**src/rtl/axis_pattern_gen.sv**
```systemverilog
// AXI-Stream test-pattern master: framed bursts of counter, LFSR, index or
// alternating-bit words with programmable frame length, inter-frame gap and run length.
module axis_pattern_gen #(
  parameter int unsigned DATA_W  = 32,
  parameter int unsigned FSIZE_W = 16,
  parameter int unsigned GAP_W   = 16
) (
  input  logic                clk,
  input  logic                aresetn,
  input  logic                enable,
  input  logic [1:0]          mode,
  input  logic [FSIZE_W-1:0]  frame_size,
  input  logic [DATA_W/8-1:0] last_keep,
  input  logic [15:0]         frame_count,
  input  logic [GAP_W-1:0]    gap,
  output logic [DATA_W-1:0]   tdata,
  output logic [DATA_W/8-1:0] tkeep,
  output logic                tlast,
  output logic                tvalid,
  input  logic                tready,
  output logic                busy,
  output logic                done,
  output logic [31:0]         frames_sent
);

  localparam int unsigned KEEP_W = DATA_W / 8;
  localparam int unsigned LANES  = DATA_W / 32;

  typedef enum logic [1:0] {
    S_IDLE = 2'd0,
    S_RUN  = 2'd1,
    S_GAP  = 2'd2
  } state_t;

  state_t              state_q, state_d;
  logic [DATA_W-1:0]   tdata_d;
  logic [KEEP_W-1:0]   tkeep_d;
  logic                tlast_d, tvalid_d, busy_d, done_d;
  logic [31:0]         frames_sent_d;

  logic [31:0]         cnt_q, cnt_d;
  logic [31:0]         lfsr_q, lfsr_d;
  logic                phase_q, phase_d;
  logic [FSIZE_W-1:0]  beat_q, beat_d;
  logic [15:0]         frame_q, frame_d;
  logic [GAP_W-1:0]    gap_cnt_q, gap_cnt_d;

  logic [1:0]          mode_q, mode_d;
  logic [FSIZE_W-1:0]  fsize_q, fsize_d;
  logic [KEEP_W-1:0]   lkeep_q, lkeep_d;
  logic [15:0]         fcount_q, fcount_d;
  logic [GAP_W-1:0]    gap_q, gap_d;

  logic                xfer, start_frame, load;

  // Fibonacci LFSR, taps 32/22/2/1, shifting toward the MSB
  function automatic logic [31:0] lfsr_step(input logic [31:0] s);
    return {s[30:0], s[31] ^ s[21] ^ s[1] ^ s[0]};
  endfunction

  function automatic logic [31:0] pattern_word(
    input logic [1:0]  m,
    input logic [31:0] c,
    input logic [31:0] l,
    input logic [15:0] f,
    input logic [15:0] b,
    input logic        p
  );
    case (m)
      2'd0:    return c;
      2'd1:    return l;
      2'd2:    return {f, b};
      default: return p ? 32'hAAAA_AAAA : 32'h5555_5555;
    endcase
  endfunction

  always_ff @(posedge clk) begin
    if (!aresetn) begin
      state_q     <= S_IDLE;
      tdata       <= '0;
      tkeep       <= {KEEP_W{1'b1}};
      tlast       <= 1'b0;
      tvalid      <= 1'b0;
      busy        <= 1'b0;
      done        <= 1'b0;
      frames_sent <= '0;
      cnt_q       <= '0;
      lfsr_q      <= 32'hFFFF_FFFF;
      phase_q     <= 1'b0;
      beat_q      <= '0;
      frame_q     <= '0;
      gap_cnt_q   <= '0;
      mode_q      <= '0;
      fsize_q     <= '0;
      lkeep_q     <= '0;
      fcount_q    <= '0;
      gap_q       <= '0;
    end else begin
      state_q     <= state_d;
      tdata       <= tdata_d;
      tkeep       <= tkeep_d;
      tlast       <= tlast_d;
      tvalid      <= tvalid_d;
      busy        <= busy_d;
      done        <= done_d;
      frames_sent <= frames_sent_d;
      cnt_q       <= cnt_d;
      lfsr_q      <= lfsr_d;
      phase_q     <= phase_d;
      beat_q      <= beat_d;
      frame_q     <= frame_d;
      gap_cnt_q   <= gap_cnt_d;
      mode_q      <= mode_d;
      fsize_q     <= fsize_d;
      lkeep_q     <= lkeep_d;
      fcount_q    <= fcount_d;
      gap_q       <= gap_d;
    end
  end

  // Next-state and next-beat; a stalled beat (tvalid && !tready) leaves everything untouched
  always_comb begin
    state_d       = state_q;
    tdata_d       = tdata;
    tkeep_d       = tkeep;
    tlast_d       = tlast;
    tvalid_d      = tvalid;
    done_d        = 1'b0;
    frames_sent_d = frames_sent;
    cnt_d         = cnt_q;
    lfsr_d        = lfsr_q;
    phase_d       = phase_q;
    beat_d        = beat_q;
    frame_d       = frame_q;
    gap_cnt_d     = gap_cnt_q;
    mode_d        = mode_q;
    fsize_d       = fsize_q;
    lkeep_d       = lkeep_q;
    fcount_d      = fcount_q;
    gap_d         = gap_q;
    start_frame   = 1'b0;
    load          = 1'b0;
    xfer          = tvalid & tready;

    case (state_q)
      S_IDLE: begin
        tvalid_d = 1'b0;
        tlast_d  = 1'b0;
        if (enable) begin
          fcount_d    = frame_count;
          frame_d     = '0;
          start_frame = 1'b1;
          state_d     = S_RUN;
        end
      end

      S_RUN: begin
        if (xfer) begin
          if (mode_q == 2'd0) cnt_d = cnt_q + 32'd1;
          if (mode_q == 2'd1) lfsr_d = lfsr_step(lfsr_q);
          phase_d = ~phase_q;
          if (tlast) begin
            frames_sent_d = frames_sent + 32'd1;
            if (fcount_q != 16'd0 && (frame_q + 16'd1) == fcount_q) begin
              done_d   = 1'b1;
              state_d  = S_IDLE;
              tvalid_d = 1'b0;
              tlast_d  = 1'b0;
            end else if (!enable) begin
              state_d  = S_IDLE;
              tvalid_d = 1'b0;
              tlast_d  = 1'b0;
            end else begin
              frame_d = frame_q + 16'd1;
              if (gap_q == '0) begin
                start_frame = 1'b1;
              end else begin
                state_d   = S_GAP;
                gap_cnt_d = gap_q;
                tvalid_d  = 1'b0;
                tlast_d   = 1'b0;
              end
            end
          end else begin
            beat_d = beat_q + FSIZE_W'(1);
            load   = 1'b1;
          end
        end
      end

      S_GAP: begin
        if (!enable) begin
          state_d = S_IDLE;
        end else if (gap_cnt_q == GAP_W'(1)) begin
          start_frame = 1'b1;
          state_d     = S_RUN;
        end else begin
          gap_cnt_d = gap_cnt_q - GAP_W'(1);
        end
      end

      default: state_d = S_IDLE;
    endcase

    // Frame parameters are re-sampled only here, so mid-frame input changes are ignored
    if (start_frame) begin
      mode_d  = mode;
      fsize_d = frame_size;
      lkeep_d = last_keep;
      gap_d   = gap;
      beat_d  = '0;
      phase_d = 1'b0;
      load    = 1'b1;
    end

    if (load) begin
      tvalid_d = 1'b1;
      tlast_d  = (beat_d == fsize_d);
      tkeep_d  = tlast_d ? lkeep_d : {KEEP_W{1'b1}};
      tdata_d  = {LANES{pattern_word(mode_d, cnt_d, lfsr_d, frame_d, 16'(beat_d), phase_d)}};
    end

    busy_d = (state_d != S_IDLE);
  end

endmodule
```
**config.mk**
```make
export PLATFORM = sky130hd
export DESIGN_NAME = axis_pattern_gen
export DESIGN_NICKNAME = d
export VERILOG_FILES = /design/src/rtl/axis_pattern_gen.sv
export SDC_FILE = /design/constraint.sdc
export NUM_CORES = 1
export LEC_CHECK = 0
export ABC_AREA = 0
export BUFFER_PORTS_ARGS = -buffer_cell sky130_fd_sc_hd__buf_2
export CELL_PAD_IN_SITES_DETAIL_PLACEMENT = 1
export CELL_PAD_IN_SITES_GLOBAL_PLACEMENT = 1
export CORE_UTILIZATION = 36
export DETAILED_ROUTE_END_ITERATION = 10
export PLACE_DENSITY_LB_ADDON = 0.1
export SYNTH_ARGS = -nofsm -noshare
export SYNTH_HDL_FRONTEND = slang
export SYNTH_SLANG_ARGS = --single-unit
```
**constraint.sdc**
```tcl
create_clock -name clk -period 9.1 [get_ports clk]
set_input_delay 1.365 -clock clk [delete_from_list [all_inputs] [get_ports clk]]
set_output_delay 1.365 -clock clk [all_outputs]
set_load 0.1 [all_outputs]
```
==> summary.txt, run 1 <==
Placement
  • Pre-CTS setup slack: 4.393 ns
  • DP Area: 0.01246 mm^2
  • Hpwl dp: 25,830 um
  • I/O Buffers: 129
  • Cell count after placement: 1,851
  • Gpl congestion: 0.8572

Timing
  • Final worst setup slack: 4.462 ns
  • Final hold vios: 0
  • Max Slew Vio Count: 0
  • Endpoints failing setup: 0
  • Fin Clk Skew: 0.01764 ns
  • Total Neg Setup Slack: 0 ns
  • Worst rel slew slack: 18.17%
  • Maximum clock rate: 0.2156 GHz
  • Fin crit period: 4.638 ns
  • RSZ-0062 raised after global routing: no
  • Period utilization: 50.97%
  • Worst slew pin tran: 1.193 ns

Cells and area
  • # diodes: 0
  • Filler Cell Count: 3,781
  • Final core occ: 42.38%
  • Layout cells sized above 1: 15.15%
  • Layout overhead on the synthesized area: 15.83%
  • Nets@finish: 1,544
  • Finished Cell Area: 0.01341 mm^2
  • Final cell count without fillers: 1,900

Logic synthesis
  • Synth Area in Adders: 0.7566%
  • Top post-synthesis cells by area: dfxtp_1 (42%), nand2_1 (7.5%), a21oi_1 (5.0%)
  • Number of library cell types mapped by synthesis: 80
  • Mapped Cells: 1,389
  • Compound-Gate Fraction of Synth Area: 15.09%
  • Synthesized flop and latch total: 241
  • Post-synth top area cell: dfxtp_1
  • Area fraction of the dominant cell type after synthesis: 41.68%
  • Post-synthesis mux area share: 5.447%
  • Number of synthesized flops with an enable pin: 0
  • YS warnings: 0
  • Simple-gate share of the synthesized area: 23.99%
  • Top FF cell, synth: dfxtp_1
  • Post-Syn Nets: 1,454
  • Top-count cell post-synth: dfxtp_1
  • Post-Syn Area: 0.01158 mm^2
  • Post-synth top cells: dfxtp_1 (241), nand2_1 (231), nor2_1 (147), a21oi_1 (115), xor2_1 (65)
  • Ys async rst share: 0%
  • Share of the yosys chip area belonging to registers: 41.68%
  • Post-synthesis xor/xnor area fraction: 9.209%
  • Syn avg cell area: 8.334 um^2
  • Largest family of logic cells by synthesized area: simple AND/OR/NAND/NOR gates

Clocking
  • Worst-skew pair later-pin latency: 0.55 ns
  • CTS-repair resized insts: 0
  • Htree depth: 1
  • Post CTS Setup Buffer Count: 0
  • Clk pin slew, worst setup/hold paths: 0.06 ns
  • Clk buf depth: 3
  • Root buffer cell: clkbuf_16
  • Cts hold-fix bufs: 0
  • Number of buffers created by CTS: 28
  • CTS tree: yes
  • Clock sinks: 241

Critical path
  • Launching point of the worst reg2reg path: frame_q[0]
  • Crit path capture type: flip-flop
  • Reg-to-reg slack, setup: 4.46 ns
  • Critical-path maximum fanout: 52
  • Worst setup path class: flip-flop to flip-flop
  • R2R Path End: tdata[2]
  • Setup crit start: frame_q[0]
  • Worst Reg-to-Reg Cells: 12
  • CP Launch Type: flip-flop
  • Worst endpoint required time: 9.56 ns
  • Worst path arrival time: 5.10 ns

Power and ir drop
  • Worst IR Drop VDD: 0.1343 mV
  • Power Density: 189.2 mW/mm^2
  • Lkg Pwr: 5.060 nW

Route
  • Post-route DRC: 0
  • DRT antenna net count: 0
  • Routed vias/inst: 5.345
  • Routed WL per cell: 18.81 um
  • Via Count: 10.16k
  • DRT Wirelength: 35,730 um
  • Initial DRC count: 556
  • TritonRoute pass-1 iters: 5

Hold path
  • Hold depth: 2
  • Type of the tightest min-delay check: flip-flop to flip-flop
  • Hold endpoint: tdata[7]
  • Hold_sp: tdata[7]

Global routing
  • Initial antenna violation count: 2
  • Vias in the first global route: 10.31k
  • Grt total ovfl: 0
  • Largest net degree at the start of global routing: 73
  • First-pass GRT wire length: 57,750 um
  • GRT Overall Usage: 21.78%

Status
  • Status: finished, final reports clean

Job
  • Number of max-cap violations: 0

Floorplan
  • Initial Utilization: 36.59%
  • # IOs: 130
  • Die height: 181.3 um
  • Die area: 0.03288 mm^2
  • Core area: 0.03164 mm^2
  • Die width: 181.3 um
  • # rows: 65
## cells by family after synthesis
group           count (synthesis)
fa+ha+maj                       7
buf+inv                        99
compound gates                272
mux                            60
xor+xnor                      120
simple gates                  590
flops                         241
## state kept, by name (all words and copies together), names as in the netlist, 4 cells and up
register and cells:
cnt_q 32, tdata 32, fsize_q 16, frame_q 16, fcount_q 16, gap_cnt_q 16, frames_sent 32, tkeep 4
gap_q 16, lfsr_q 32, lkeep_q 4, beat_q 16
## where the power goes
group	total (mW)	internal (mW)	switching (mW)
logic	0.268	0.0690	0.199
registers	1.11	1.08	0.0239
clock network	1.16	0.705	0.459
total	2.54	1.85	0.682
## routing by layer
metal	vias up	track usage [%]	wire length, um
met1	4910	30.67	17530
met2	147	34.78	16120
met4	4	4.678	585
met5	-	0	29
li1	5044	-	-
met3	50	3.588	1465
## cells in the final DEF (no fill, tap or decap), drive strengths merged, types with 8 or more instances in the layout
| master | count |
|---|---|
| or3 | 9 |
| clkinv | 8 |
| nand2 | 232 |
| clkbuf | 41 |
| nor4 | 29 |
| o21ai | 59 |
| a21oi | 117 |
| mux2i | 49 |
| a32o | 8 |
| nor3 | 20 |
| mux2 | 11 |
| dfxtp | 241 |
| inv | 17 |
| and3 | 9 |
| xor2 | 65 |
| buf | 140 |
| and2 | 12 |
| xnor2 | 54 |
| nor2 | 149 |
| and4 | 14 |
| nand3 | 51 |
| nand4 | 33 |
## worst max path at each step
stage | endpoint | slack, ns | depth (start not counted)
after floorplan | tdata[22] | 5.44 | 10
after global placement | tdata[22] | 4.49 | 10
after detailed placement | tdata[22] | 4.39 | 10
after CTS | tdata[2] | 4.42 | 12
after global routing | tdata[2] | 4.03 | 12
final | tdata[2] | 4.46 | 12
## area by class of cell
class                           instances  area [um^2]  area share, %
Tap cell                              402        503.0          3.751
Sequential cell                       241         4825          35.98
Timing Repair Buffer                  140        728.2          5.431
Inverter                               19        73.82         0.5505
Multi-Input combinational cell       1049         6329          47.20
Clock buffer                           41        860.8          6.420
Clock inverter                          8        90.09         0.6718
## worst max-delay path, stage by stage (launching register included)
cell       delay [ns]
dfxtp_1          0.48
ha_1             0.31
nand3_1          0.35
o32ai_1          0.26
o21ai_0          0.14
nor4_1           0.31
nand4bb_1        0.26
buf_4            0.27
a21oi_4          0.12
buf_4            0.51
mux2i_1          1.04
o21ai_0          0.28
o21ai_0          0.21
## stage by stage
step | power [mW] | hold slack (ns)
floorplan | 1.323 | 0.4335
global placement | 1.396 | 0.4532
detailed placement | 1.398 | 0.4567
CTS | 2.565 | 0.4647
global route | 2.629 | 0.4821
finish | 2.537 | 0.4601
(Power assumes the default switching activity.)
==> run 2, diff against run 1 <==
- ABC_AREA: 0 -> 1
- clock period: 9.1 -> 4.38 ns (I/O delays scaled with it)
==> summary.txt, run 2 <==
Timing
  • WHS: 0.3262 ns (-0.1339 ns)
  • Maximum clock rate: 0.2526 GHz (+17%)
  • Worst rel slew slack: 30.62% (+12 points)
  • Period utilization: 90.39% (+39 points)
  • RSZ-0062 raised after global routing: no
  • Total Neg Setup Slack: 0 ns (unchanged)
  • Worst slew pin tran: 1.041 ns (-0.1526 ns)
  • Endpoints failing setup: 0 (unchanged)
  • Max Slew Vio Count: 0 (unchanged)
  • Fin crit period: 3.959 ns (-0.6788 ns)
  • Fin Clk Skew: 0.01616 ns (-0.001483 ns)
  • Final hold vios: 0 (unchanged)
  • Final worst setup slack: 0.4210 ns (-4.041 ns)

Critical path
  • Worst endpoint required time: 4.85 ns (-4.71 ns)
  • CP dominant cell by count: nand2_1
  • Worst setup path class: flip-flop to flip-flop
  • CP Launch Type: flip-flop
  • CP max-delay cell: nand2_1
  • Critical-path maximum fanout: 12 (-77%)
  • Crit path capture type: flip-flop
  • CP Cell Sequence: ha_1 -> nand3_2 -> nor2_2 -> nand2_1 -> nand2_1 -> nor2_1 -> nor2_1 -> nand3_1 -> nor2_1 -> nand3_2 -> nand2_1 -> clkinv_1 -> nand2_1 -> nand2_1 -> a211oi_1 -> nand2_1 -> o211ai_1 -> nand2_1 -> a21oi_1
  • Crit path largest cell delay: 0.47 ns (-0.57 ns)
  • Top Family by Delay on Critical Path: simple AND/OR/NAND/NOR gates
  • Worst path arrival time: 4.43 ns (-0.67 ns)
  • CP bufs+invs: 1 (-1)

Global routing
  • GRT Overall Usage: 22.44% (+0.66 points)
  • First-pass GRT wire length: 63,560 um (+10%)
  • Largest net degree at the start of global routing: 89 (+22%)
  • Grt total ovfl: 0 (unchanged)
  • Initial antenna violation count: 0 (-2)
  • Vias in the first global route: 12.01k (+16%)

Logic synthesis
  • Top-count cell post-synth: nand2_1
  • Post-Syn Nets: 1,848 (+27%)
  • Ys async rst share: 0% (unchanged)
  • Number of library cell types mapped by synthesis: 51 (-36%)
  • Top post-synthesis cells by area: dfxtp_1 (39%), nand2_1 (11%), nor2_1 (8.2%)
  • Post-Syn Area: 0.01223 mm^2 (+5.7%)
  • Synthesized flop and latch total: 241 (unchanged)
  • Post-synth top area cell: dfxtp_1
  • Share of the yosys chip area belonging to registers: 39.44% (-2.2 points)
  • Post-synth top cells: nand2_1 (353), nor2_1 (266), dfxtp_1 (241), inv_1 (214), o21ai_0 (129)
  • Top FF cell, synth: dfxtp_1
  • YS warnings: 0 (unchanged)
  • Syn avg cell area: 6.860 um^2 (-18%)
  • Mapped Cells: 1,783 (+28%)
  • Number of synthesized flops with an enable pin: 0 (unchanged)
  • Area fraction of the dominant cell type after synthesis: 39.44% (-2.2 points)

Clocking
  • Root buffer cell: clkbuf_16
  • Clk pin slew, worst setup/hold paths: 0.06 ns (about the same)
  • Clk buf depth: 3 (unchanged)
  • Worst-skew pair later-pin latency: 0.55 ns (about the same)
  • Htree depth: 1 (unchanged)
  • Number of buffers created by CTS: 29 (+3.6%)
  • CTS tree: yes
  • Cts hold-fix bufs: 0 (unchanged)
  • Post CTS Setup Buffer Count: 0 (unchanged)
  • Clock sinks: 241 (unchanged)
  • CTS-repair resized insts: 0 (unchanged)

Cells and area
  • Layout overhead on the synthesized area: 17.17%
  • Layout cells sized above 1: 12.77% (-2.4 points)
  • # diodes: 0 (unchanged)
  • Commonest non-fill, non-tap cell in the layout: nand2_1
  • Nets@finish: 1,964 (+27%)
  • Most frequent cells in the layout: nand2_1 (352), nor2_1 (266), dfxtp_1 (241)
  • Final cell count without fillers: 2,367 (+25%)

Floorplan
  • # rows: 67 (+3.1%)
  • Core area: 0.03345 mm^2 (+5.7%)
  • Initial Utilization: 36.57% (about the same)
  • Die width: 186.3 um (+2.8%)
  • # IOs: 130 (unchanged)
  • Die height: 186.3 um (+2.8%)
  • Die area: 0.03472 mm^2 (+5.6%)

Job
  • Number of max-cap violations: 0 (unchanged)

Placement
  • Cell count after placement: 2,316 (+25%)
  • Pre-CTS setup slack: 0.4481 ns (-3.945 ns)
  • I/O Buffers: 129 (unchanged)
  • Hpwl dp: 29,170 um (+13%)
  • Gpl congestion: 0.8716 (+1.7%)

Power and ir drop
  • Power Density: 437.3 mW/mm^2 (+130%)
  • Worst IR Drop VDD: 0.2942 mV (+120%)
  • Lkg Pwr: 6.170 nW (+22%)

Hold path
  • Type of the tightest min-delay check: input pin to flip-flop

Route
  • DRT antenna net count: 0 (unchanged)
  • Routed WL per cell: 16.56 um (-12%)
  • Post-route DRC: 0 (unchanged)
  • Routed vias/inst: 4.985 (-6.7%)
  • Met2 WL: 18,430 um (+14%)
  • Via Count: 11.80k (+16%)
  • DR top layer: met4
  • Initial DRC count: 428 (-23%)
  • Met3 routed WL: 1406 um (-4.0%)
  • TritonRoute pass-1 iters: 5 (unchanged)
  • Metal-1 WL: 18,550 um (+5.8%)
  • DRT Wirelength: 39,210 um (+9.7%)

Status
  • Status: finished, final reports clean
[run 2: cell types whose count changed after synthesis, sizes merged, moves of 43 or more]
cell   previous run  this run
inv              17       225
nor2            149       277
o21ai            59       145
xnor2            54        11
nand2           232       358
nand3            51       104
[run 2: through the flow]
stage / power, mW / utilization, % / instance area [um^2]
global route: 6.563 / 42.85 / 14330
finish: 6.267 / 42.85 / 14330
floorplan: 3.398 / - / 12230
CTS: 6.353 / 42.85 / 14330
detailed placement: 3.732 / 39.80 / 13310
global placement: 3.715 / 39.80 / 13310
[run 2: path summary, 6_finish.rpt]
kind | slack [ns] | endpoint | startpoint | cells after the start
setup / recovery | 0.42 | tdata[19] | frame_q[0] | 19
hold / removal | 0.33 | fcount_q[10] | frame_count[10] | 3
setup reg to reg | 0.42 | tdata[19] | frame_q[0] | 19
hold reg to reg | 0.47 | frames_sent[31] | frames_sent[31] | 2
[run 2: kinds of logic (layout without fill, tap and decap cells)]
logic type / count (synthesis) / in the layout / synth area share [%]
compound gates: 277 / 277 / 12.20
xor+xnor: 67 / 67 / 4.920
fa+ha+maj: 7 / 7 / 0.7160
buf+inv: 294 / 430 / 9.390
flops: 241 / 241 / 39.44
mux: 32 / 32 / 2.619
simple gates: 865 / 865 / 30.71
[run 2: final cells by class]
| type | instances | area, um^2 |
|---|---|---|
| inverter | 229 | 862.1 |
| timing repair buffer | 150 | 805.8 |
| clock inverter | 12 | 185.2 |
| clock buffer | 39 | 833.3 |
| fill | 4325 | 19120 |
| sequential | 241 | 4825 |
| multi-input combinational | 1248 | 6261 |
| tap | 448 | 560.5 |
[run 2: worst min-delay path, stage by stage]
cell and delay [ns]:
buf_2 0.07, nor2_1 0.03, nor2_1 0.08
[run 2: metal layers]
layer / up-vias / track usage [%]
met4: 0 / 4.990
met2: 186 / 38.35
met3: 54 / 3.066
li1: 5986 / -
met5: - / 0
met1: 5574 / 29.89
[run 2: power breakdown]
| part | switching [mW] | leakage, nW | internal [mW] |
|---|---|---|---|
| Clock | 0.975 | 0.509 | 1.61 |
| Sequential | 0.0944 | 1.96 | 2.33 |
| Combinational | 0.937 | 3.70 | 0.323 |
